==> config.mk <==
export PLATFORM = sky130hd
export DESIGN_NAME = branch_history_table
export DESIGN_NICKNAME = d
export VERILOG_FILES = /design/src/rtl/branch_history_table_pkg.sv /design/src/rtl/branch_history_table_sat_counter2.sv /design/src/rtl/branch_history_table.sv
export SDC_FILE = /design/constraint.sdc
export NUM_CORES = 1
export LEC_CHECK = 0
export ABC_CLOCK_PERIOD_IN_PS = 2900
export BUFFER_PORTS_ARGS = -buffer_cell sky130_fd_sc_hd__buf_2
export CORE_MARGIN = 5
export CORE_UTILIZATION = 54
export CTS_BUF_LIST = sky130_fd_sc_hd__clkbuf_16
export CTS_CLUSTER_DIAMETER = 40
export CTS_CLUSTER_SIZE = 24
export DETAILED_ROUTE_END_ITERATION = 6
export PLACE_DENSITY = 0.78
export SLEW_MARGIN = 20
export SYNTH_ARGS = -nofsm -noshare
export SYNTH_HDL_FRONTEND = slang
export SYNTH_HIERARCHICAL = 1
export SYNTH_SLANG_ARGS = --single-unit
==> constraint.sdc <==
create_clock -name clk_i -period 2.9 [get_ports clk_i]
set_clock_uncertainty 0.05 [all_clocks]
set_input_delay 0.145 -clock clk_i [delete_from_list [all_inputs] [get_ports clk_i]]
set_output_delay 0.145 -clock clk_i [all_outputs]
set_load 0.01 [all_outputs]
==> src/rtl/branch_history_table_pkg.sv <==
// Shared definitions for the per-PC branch history table: the 2-bit counter
// encoding, the counter reset state and the PC-to-index mapping.
package branch_history_table_pkg;

    typedef enum logic [1:0] {
        STRONG_NT = 2'b00,
        WEAK_NT   = 2'b01,
        WEAK_T    = 2'b10,
        STRONG_T  = 2'b11
    } cnt_state_e;

    localparam logic [1:0] CNT_RESET = STRONG_T;
    localparam int         STAT_W    = 16;

    // Word-aligned PC -> table index; entries is a power of two, so this is pc[IDX_W+1:2]
    function automatic int unsigned bht_idx(input logic [31:0] pc, input int unsigned entries);
        return (pc >> 32'd2) % entries;
    endfunction

endpackage

==> src/rtl/branch_history_table_sat_counter2.sv <==
// Next-state logic of a 2-bit saturating direction counter: taken counts up,
// not-taken counts down, both saturate.
module sat_counter2
    import branch_history_table_pkg::*;
(
    input  logic [1:0] state,
    input  logic       taken,
    output logic [1:0] next_state
);

    // Saturating increment / decrement of the hysteresis counter
    always_comb begin
        next_state = state;
        case (state)
            STRONG_T:  next_state = taken ? STRONG_T : WEAK_T;
            WEAK_T:    next_state = taken ? STRONG_T : WEAK_NT;
            WEAK_NT:   next_state = taken ? WEAK_T   : STRONG_NT;
            STRONG_NT: next_state = taken ? WEAK_NT  : STRONG_NT;
            default:   next_state = CNT_RESET;
        endcase
    end

endmodule

==> src/rtl/branch_history_table.sv <==
// Per-PC branch direction predictor: 2-bit counters looked up in ID, prediction
// carried to EX, trained on resolution. Optional statistics via BHT_STATS_EN.
module branch_history_table
    import branch_history_table_pkg::*;
#(
    parameter int ENTRIES = 16,
    parameter int IDX_W   = $clog2(ENTRIES)
)
(
    input  logic              clk_i,
    input  logic              rst_i,
    input  logic              stall_i,
    input  logic              lookup_valid_i,
    input  logic [31:0]       lookup_pc_i,
    output logic              predict_o,
    input  logic              resolve_valid_i,
    input  logic              resolve_taken_i,
    output logic              mispredict_o,
    output logic              flush_o,
`ifdef BHT_STATS_EN
    output logic [STAT_W-1:0] branch_cnt_o,
    output logic [STAT_W-1:0] miss_cnt_o,
`endif
    output logic              inflight_v_o
);

    logic [1:0]       cnt_r [ENTRIES];
    logic             inflight_v_r;
    logic             inflight_pred_r;
    logic [IDX_W-1:0] inflight_idx_r;

    logic [IDX_W-1:0] lookup_idx_s;
    logic             predict_s;
    logic             update_s;
    logic             mispredict_s;
    logic [1:0]       cur_cnt_s;
    logic [1:0]       cnt_next_s;

    assign lookup_idx_s = IDX_W'(bht_idx(lookup_pc_i, ENTRIES));

    // Zero-latency prediction from the upper bit of the indexed counter
    always_comb begin
        predict_s = 1'b0;
        if (lookup_valid_i) begin
            predict_s = cnt_r[lookup_idx_s][1];
        end else begin
            predict_s = 1'b0;
        end
    end

    // A resolve only counts when a prediction was recorded for the branch in EX
    always_comb begin
        update_s     = resolve_valid_i & inflight_v_r;
        mispredict_s = 1'b0;
        if (update_s) begin
            mispredict_s = (resolve_taken_i != inflight_pred_r);
        end else begin
            mispredict_s = 1'b0;
        end
    end

    assign cur_cnt_s    = cnt_r[inflight_idx_r];
    assign predict_o    = predict_s;
    assign mispredict_o = mispredict_s;
    assign flush_o      = mispredict_s;
    assign inflight_v_o = inflight_v_r;

    // Single shared next-state block: only one counter is trained per cycle
    sat_counter2 u_sat_counter2 (
        .state      (cur_cnt_s),
        .taken      (resolve_taken_i),
        .next_state (cnt_next_s)
    );

    // Counter table training; reset drops any in-flight update
    always_ff @(posedge clk_i) begin
        if (rst_i) begin
            for (int i = 0; i < ENTRIES; i++) begin
                cnt_r[i] <= CNT_RESET;
            end
        end else if (update_s) begin
            cnt_r[inflight_idx_r] <= cnt_next_s;
        end
    end

    // In-flight record: captured each unstalled cycle, frozen while stalled
    always_ff @(posedge clk_i) begin
        if (rst_i) begin
            inflight_v_r    <= 1'b0;
            inflight_pred_r <= 1'b0;
            inflight_idx_r  <= '0;
        end else if (!stall_i) begin
            inflight_v_r    <= lookup_valid_i;
            inflight_pred_r <= predict_s;
            inflight_idx_r  <= lookup_idx_s;
        end
    end

`ifdef BHT_STATS_EN
    logic [STAT_W-1:0] branch_cnt_r;
    logic [STAT_W-1:0] miss_cnt_r;

    // Saturating resolve and mispredict statistics
    always_ff @(posedge clk_i) begin
        if (rst_i) begin
            branch_cnt_r <= 16'd0;
            miss_cnt_r   <= 16'd0;
        end else begin
            if (update_s && (branch_cnt_r != 16'hFFFF)) begin
                branch_cnt_r <= branch_cnt_r + 16'd1;
            end
            if (mispredict_s && (miss_cnt_r != 16'hFFFF)) begin
                miss_cnt_r <= miss_cnt_r + 16'd1;
            end
        end
    end

    assign branch_cnt_o = branch_cnt_r;
    assign miss_cnt_o   = miss_cnt_r;
`endif

endmodule

======== Yosys cells after proc, flatten, opt, wreduce, memory -nomap -nowiden ========
Memories as Yosys holds them, arrays and structs flattened. A register that Yosys moved wholly into a read port is not among the register bits.
Index checks and enable logic that the tools add are counted.
operators by class
  shift-type cells ........................ 0
  reduce and logical (&&, ||, !) cells .... 2
  add/sub/neg operators ................... 0
  divide/modulo/power cells ............... 0
  multiply operators ...................... 0
  equal/unequal tests ..................... 4
  $lt $le $gt $ge ......................... 0
  bitwise gates (word level) .............. 1
  mux-type cells .......................... 17
operators with widths
  operator            number
  $mux 4              3
  $mux 1              10
  $pmux 2 s4          1
  $mux 2              3
  $eq 2x2->1 const B  2
  $eq 2x1->1 const B  1
  $logic_not 2->1     1
  $reduce_or 2->1     1
  $and 1x1->1         1
  $ne 1x1->1          1
word-level totals
  logic and storage cells ................. 28
  ROM bits ................................ 0
  memories kept ........................... 1
  latch bits .............................. 0
  bits in writable memories ............... 32
  bits in registers ....................... 6
  bits of input ports ..................... 38
memories
  name   depth  bits a word  read ports  clocked after Yosys merged registers in  write ports  RTL line                    source
  cnt_r  16     2            2           1                                        16           branch_history_table.sv:27  logic [1:0] cnt_r [ENTRIES];

======== Depth between registers and ports, before layout ========
Gate-level depths: netlist of run 1.
  depth after elaboration ................. 6
  mapped depth ............................ 7
  gate-level depth less buffers ........... 5

======== Cells and area by module ========
The synthesis of run 1 kept the hierarchy.
modules (own cells, without submodules)
  module                area each (sq um)  cells an instance  sequential area each (sq um)  times used
  branch_history_table  2,104.5            158                1,161.1                       1
  sat_counter2          26.3               3                  0.0                           1

======== Least setup slack after synthesis of run 1 ========
No wires, ideal clock.
  path kind ............................... register -> register
  from .................................... register (tool-made name)
  to ...................................... memory cnt_r[6][0] (data pin)
  clock period less this slack ............ 2.626 ns
  setup time .............................. 0.265 ns
  required time ........................... 2.585 ns
  cell stages (with the launch flop) ...... 7
  arrival time ............................ 2.311 ns
  path buffers ............................ 2
  path slack .............................. 0.274 ns
  path through ............................ dfxtp_1 buf_6 mux4_1 mux4_2 maj3_2 clkbuf_1 or3_1
RTL lines
  element           RTL line
  end: declaration  branch_history_table.sv:27

==> impl_metrics.env, run 1 <==
export IMPL_maxCapViolations=0
export IMPL_cts_buffers=5
export IMPL_dp_cells=211
export IMPL_crit_path_end_kind="flop"
export IMPL_synth_cell_types=28
export IMPL_antenna_cells=0
export IMPL_min_period_over_period_pct=97.0
export IMPL_drt_iter0_drc=56
export IMPL_yosys_area_top_type="edfxtp_1"
export IMPL_placement_cell_area_mm2=0.00222
export IMPL_start_util_pct=56.9
export IMPL_via_per_inst=6.34
export IMPL_power_per_cell_area_mw_per_mm2=535
export IMPL_tightest_slew_ps=458
export IMPL_cp_data_arrival_time_ps=2780
export IMPL_worst_slack_ps=87.6
export IMPL_finalCriticalPeriod_ps=2810
export IMPL_route_detailed_drc=0
export IMPL_power_leakage_uw=0.000682
export IMPL_fin_nets=208
export IMPL_area_growth_pct=10.4
export IMPL_synth_area_leaders="edfxtp_1, dfxtp_1, mux4_1"
export IMPL_clock_sinks=42
export IMPL_pwr_share_seq_pct=53.0
export IMPL_dieArea_mm2=0.00530
export IMPL_postRouteAntennaNets=0
export IMPL_start_kind="flop"
export IMPL_layout_drive_gt1_share_pct=18.1
export IMPL_final_cells=219
export IMPL_syn_avg_cell_area_um2=13.2
export IMPL_ys_seq_elements=42
export IMPL_top_usage_layer="met2"
export IMPL_cts_root_buf="clkbuf_16"
export IMPL_cts_max_level=2
export IMPL_setup_viol=0
export IMPL_relSlewSlack_pct=69.4
export IMPL_cts_resized=0
export IMPL_hold_violations=0
export IMPL_grt_use_met3_pct=5.92
export IMPL_status="complete, no violations"
export IMPL_p_int_uw=999
export IMPL_syn_nets=199
export IMPL_critPathKind="flop to flop"
export IMPL_antenna_found_initial=0
export IMPL_postCtsHoldBufs=0
export IMPL_max_freq_mhz=356
export IMPL_grt_pass1_wl_um=7310
export IMPL_met2_usage_pct=32.7
export IMPL_numPortBuffers=13
export IMPL_synth_top_cell_area_share_pct=45.1
export IMPL_grt_util_met1_pct=20.7
export IMPL_pwr_share_clk_pct=40.5
export IMPL_num_rows=22
export IMPL_seq_area_frac_synth_pct=54.5
export IMPL_wl_per_cell_um=20.2
export IMPL_die_w_um=72.8
export IMPL_dp_hpwl_um=3060
export IMPL_p_sw_share_pct=20.6
export IMPL_post_place_ws_ps=120
export IMPL_synth_flop_cell="edfxtp_1"
export IMPL_synth_cells=161
export IMPL_rsz0062_at_grt="no"
export IMPL_grt_ovfl_total=0
export IMPL_combPwrFrac_pct=6.6
export IMPL_postSynth_asyncResetShare_pct=0
export IMPL_clock_latency_ps=280
export IMPL_synth_edff_count=32
export IMPL_totalWireLength_um=4420
export IMPL_power_total_uw=1260
export IMPL_core_mm2=0.00374
export IMPL_gp_congestion=0.861
export IMPL_grt_pass1_vias=1454
export IMPL_hp_class="input port to flop"
export IMPL_postLayoutCellArea_mm2=0.00235
export IMPL_syn_area_mm2=0.00213
export IMPL_synth_warnings=6
export IMPL_switchingPower_uw=259
export IMPL_grt_max_degree=25
export IMPL_ir_drop_uv=239
export IMPL_vias=1388
export IMPL_die_y_um=72.8
export IMPL_cp_max_fo=16
export IMPL_post_cts_buffers=0
export IMPL_track_usage_pct=19.1
export IMPL_cp_required_ps=2870
export IMPL_cts_clk_slew_worst_paths_ps=50
export IMPL_cts_tree="done"
export IMPL_clk_path_buf_depth=2
export IMPL_setup_tns_ps=0
export IMPL_num_io_pins=42
export IMPL_drt_first_pass_iters=5
export IMPL_drv_slew=0
-- worst paths after layout --
kind                            slack (ps)         endpoint  cells past startpoint            start
worst max-delay path                    90     cnt_r[11][1]                      5             flop
worst min-delay path                    80     inflight_v_o                      3   lookup_valid_i
worst max register to register          90     cnt_r[11][1]                      5             flop
worst min register to register         460  inflight_pred_r                      2  inflight_pred_r
-- power by group through the flow --
stage	registers [uW]	clock network [uW]	logic, uW
5_1_grt	667	537	90.7
3_5_place_dp	678	0	82.9
4_1_cts	666	514	83.1
2_1_floorplan	673	0	60.9
3_3_place_gp	677	0	78.6
6_report	666	509	82.9
-- routing by layer --
| layer | vias up | part of all wire, % |
|---|---|---|
| met3 | 16 | 6.7 |
| met4 | 0 | 3.2 |
| met2 | 56 | 51 |
| li1 | 632 | - |
| met1 | 684 | 39 |
| met5 | - | 0 |
-- worst max-delay path, cell delays in order (launching register included) --
cell and delay (ps):
dfxtp_1 350, buf_12 140, mux4_1 610, mux4_2 510, maj3_2 450, or3_1 420
-- cells by family (layout without fill, tap and decap cells) --
group | Yosys count | after routing | synth area share (%)
AO/OA/AOI/OAI | 16 | 16 | 5.64
XOR/XNOR | 1 | 1 | 0.411
adder cells (fa/ha/maj) | 2 | 2 | 1.06
buffers and inverters | 15 | 25 | 3.35
flip-flops | 42 | 42 | 54.5
multiplexers | 21 | 21 | 18.0
AND/OR/NAND/NOR | 64 | 64 | 17.1
-- cell usage in the layout (no fill, tap or decap), types with 6 or more instances in the layout --
cell / instances
edfxtp_1: 32
or3_1: 24
buf_2: 13
o21bai_1: 12
nand2b_1: 10
dfxtp_1: 10
mux2i_1: 9
nand2_1: 7
nor2_1: 7
inv_1: 6
mux4_2: 6
mux4_1: 6
-- cell usage after synthesis, types with 2 or more instances --
cell type,instances
o21bai_1,12
nand2b_1,10
buf_4,2
or2_2,4
or3_1,24
edfxtp_1,32
nor3_1,4
mux2i_1,9
clkbuf_1,9
dfxtp_1,10
nand2_1,7
nor2b_1,2
inv_1,3
nand3_1,2
mux4_1,6
maj3_2,2
mux4_2,6
nor2_1,7
-- layout make-up --
class	count	area (um2)
fillers	273	1390
flip-flops and latches	42	1160
multi-input cells	104	898
clock buffers	5	125
repair buffers	14	85.1
well taps	48	60.1
clock inverters	3	11.3
inverters	3	11.3
-- metrics by stage --
stage | hold WS (ps) | utilization, %
after floorplan | 239 | -
final | 83.3 | 62.8
after global routing | 103 | 62.8
after detailed placement | 369 | 59.2
after CTS | 80.9 | 62.8
after global placement | 369 | 59.2
-- sequential cells by signal, indices dropped and copies added (netlist names), named ones only --
signal,count
cnt_r,32
inflight_v_o,1
inflight_idx_r,4
inflight_pred_r,1
(Power assumes the default switching activity.)
==> run 2: changes to the inputs <==
--- a/config.mk
+++ b/config.mk
@@ -5,15 +5,16 @@
 export SDC_FILE = /design/constraint.sdc
 export NUM_CORES = 1
 export LEC_CHECK = 0
+export ABC_AREA = 1
 export ABC_CLOCK_PERIOD_IN_PS = 2900
-export BUFFER_PORTS_ARGS = -buffer_cell sky130_fd_sc_hd__buf_2
 export CORE_MARGIN = 5
-export CORE_UTILIZATION = 54
+export CORE_UTILIZATION = 55
 export CTS_BUF_LIST = sky130_fd_sc_hd__clkbuf_16
 export CTS_CLUSTER_DIAMETER = 40
 export CTS_CLUSTER_SIZE = 24
 export DETAILED_ROUTE_END_ITERATION = 6
-export PLACE_DENSITY = 0.78
+export DONT_BUFFER_PORTS = 1
+export PLACE_DENSITY = 0.7
 export SLEW_MARGIN = 20
 export SYNTH_ARGS = -nofsm -noshare
 export SYNTH_HDL_FRONTEND = slang
==> run 2 against run 1 <==
Net effect:
- critical path depth is 5 higher
- first-iteration DRC count increased to 3.5 times the previous value
- worst setup slack better by 500 ps
- total power is 4.2% higher
- register-to-register slack improved by 500 ps
- critical path type unchanged
- area after synthesis grew 1.4%
- largest power group unchanged
- synthesized cell count rose by 63%
==> impl_metrics.env, run 2 <==
export IMPL_track_usage_pct=20.5
export IMPL_cts_buffers=5
export IMPL_antenna_cells=0
export IMPL_top_register="cnt_r"
export IMPL_yosys_area_top_type="edfxtp_1"
export IMPL_synth_common_cells="nand2_1, o21ai_0, nor2_1, edfxtp_1, inv_1"
export IMPL_setup_tns_ps=0
export IMPL_num_io_pins=42
export IMPL_start_util_pct=57.7
export IMPL_drt_met1_wl_um=2080
export IMPL_hold_violations=0
export IMPL_status="complete, no violations"
export IMPL_synth_edff_count=32
export IMPL_drt_first_pass_iters=5
export IMPL_mostFrequentLayoutCell="nand2_1"
export IMPL_maxCapViolations=0
export IMPL_power_per_cell_area_mw_per_mm2=568
export IMPL_gp_congestion=0.864
export IMPL_postSynth_asyncResetShare_pct=0
export IMPL_start_kind="flop"
export IMPL_postRouteAntennaNets=0
export IMPL_clock_latency_ps=280
export IMPL_utilization_pct=61.6
export IMPL_drv_slew=0
export IMPL_vias=1774
export IMPL_met2WireLength_um=2430
export IMPL_cts_tree="done"
export IMPL_totalWireLength_um=5000
export IMPL_cp_max_fo=17
export IMPL_grt_pass1_wl_um=7990
export IMPL_met3WireLength_um=400
export IMPL_synth_warnings=6
export IMPL_tightest_slew_ps=640
export IMPL_syn_area_mm2=0.00216
export IMPL_max_freq_mhz=432
export IMPL_post_cts_buffers=0
export IMPL_synth_area_leaders="edfxtp_1, nand2_1, dfxtp_1"
export IMPL_core_mm2=0.00374
export IMPL_critPathKind="flop to flop"
export IMPL_rsz0062_at_grt="no"
export IMPL_ir_drop_uv=388
export IMPL_hp_class="input port to flop"
export IMPL_largest_register_ffs=32
export IMPL_min_period_over_period_pct=79.9
export IMPL_finalCriticalPeriod_ps=2320
export IMPL_dp_hpwl_um=3340
export IMPL_relSlewSlack_pct=57.3
export IMPL_grt_max_degree=23
export IMPL_final_cell_mix="nand2_1, o21ai_0, nor2_1"
export IMPL_hp_start="stall_i"
export IMPL_setup_viol=0
export IMPL_dieArea_mm2=0.00528
export IMPL_grt_ovfl_total=0
export IMPL_largest_registers="cnt_r x32, inflight_idx_r x4"
export IMPL_route_detailed_drc=0
export IMPL_cts_max_level=2
export IMPL_syn_nets=300
export IMPL_cp_required_ps=2880
export IMPL_yosysMostFrequentCell="nand2_1"
export IMPL_power_leakage_uw=0.000835
export IMPL_fin_nets=299
export IMPL_final_cells=309
export IMPL_clk_path_buf_depth=2
export IMPL_synth_cells=262
export IMPL_layout_drive_gt1_share_pct=4.98
export IMPL_antenna_found_initial=0
export IMPL_ys_seq_elements=42
export IMPL_die_y_um=72.7
export IMPL_cts_clk_slew_worst_paths_ps=60
export IMPL_cts_root_buf="clkbuf_16"
export IMPL_numPortBuffers=0
export IMPL_cp_data_arrival_time_ps=2290
export IMPL_num_fill_cells=344
export IMPL_clock_sinks=42
export IMPL_wl_per_cell_um=16.2
export IMPL_crit_path_end_kind="flop"
export IMPL_area_growth_pct=6.84
export IMPL_die_w_um=72.7
export IMPL_highest_layer="met4"
export IMPL_synth_flop_cell="edfxtp_1"
export IMPL_via_per_inst=5.74
export IMPL_num_rows=22
export IMPL_synth_top_cell_area_share_pct=44.5
export IMPL_drt_iter0_drc=196
export IMPL_dp_cells=300
export IMPL_synth_cell_types=24
export IMPL_grt_pass1_vias=1631
export IMPL_seq_area_frac_synth_pct=53.8
export IMPL_syn_avg_cell_area_um2=8.24
run 2: cell count changes after synthesis, sizes merged, moves of 10 or more:
cell,before,now
or3,24,0
nand2,7,58
nand2b,10,0
nand3,2,21
o21ai,0,40
nor2,7,36
o21bai,12,0
mux4,12,0
a21oi,1,12
inv,3,33
run 2: report_power, final:
| part | switching [uW] | internal (uW) |
|---|---|---|
| registers | 16.1 | 657 |
| logic | 91.2 | 35.5 |
| clock network | 203 | 307 |
run 2: cell type report:
cell class              instances  area (um2)  area share, %
clock buffers                   5         125           5.42
clock inverters                 2        7.51          0.325
inverters                      33         126           5.48
multi-input cells             175         792           34.3
flip-flops and latches         42        1160           50.3
well taps                      48        60.1           2.60
repair buffers                  4        35.0           1.52
run 2: cell families (layout without fill, tap and decap cells):
group           count (synthesis)  count (layout)  share of synthesized area, %
flops                          42              42                          53.8
xor+xnor                        1               1                         0.406
buf+inv                        45              44                          9.56
compound gates                 57              57                          14.1
simple gates                  117             117                          22.2
run 2: final timing paths:
path / endpoint / slack [ps] / cells past startpoint
hold / removal: inflight_pred_r / 40 / 2
hold reg to reg: inflight_v_o / 490 / 2
setup reg to reg: cnt_r[8][1] / 580 / 10
setup / recovery: cnt_r[8][1] / 580 / 10
run 2: repair_timing:
item                      4_1_cts  5_1_grt
hold endpoints to repair        8        0
hold buffers                    2        0
resized for setup               0        0
run 2: layer usage:
metal / up-vias / global-route usage, %
li1: 869 / -
met1: 820 / 25.8
met2: 77 / 34.6
met3: 8 / 3.58
met4: 0 / 9.02
met5: - / 0
run 2: through the flow:
step	setup slack [ps]	hold WS (ps)	power [uW]	area [um2]
global route	366	58.9	1360	2310
global placement	661	211	805	2150
finish	584	37.0	1310	2310
detailed placement	606	209	807	2150
floorplan	989	244	780	2160
CTS	584	23.5	1310	2310
run 2: worst max-delay path, cell delays in order, from the launching register on:
cell      delay, ps
dfxtp_1         720
inv_4           180
o21ai_0         200
o22ai_1         130
o211ai_1        180
nand2_1         100
o21ai_1          80
nand2_1          60
inv_1            50
buf_4           220
nand2_1          90
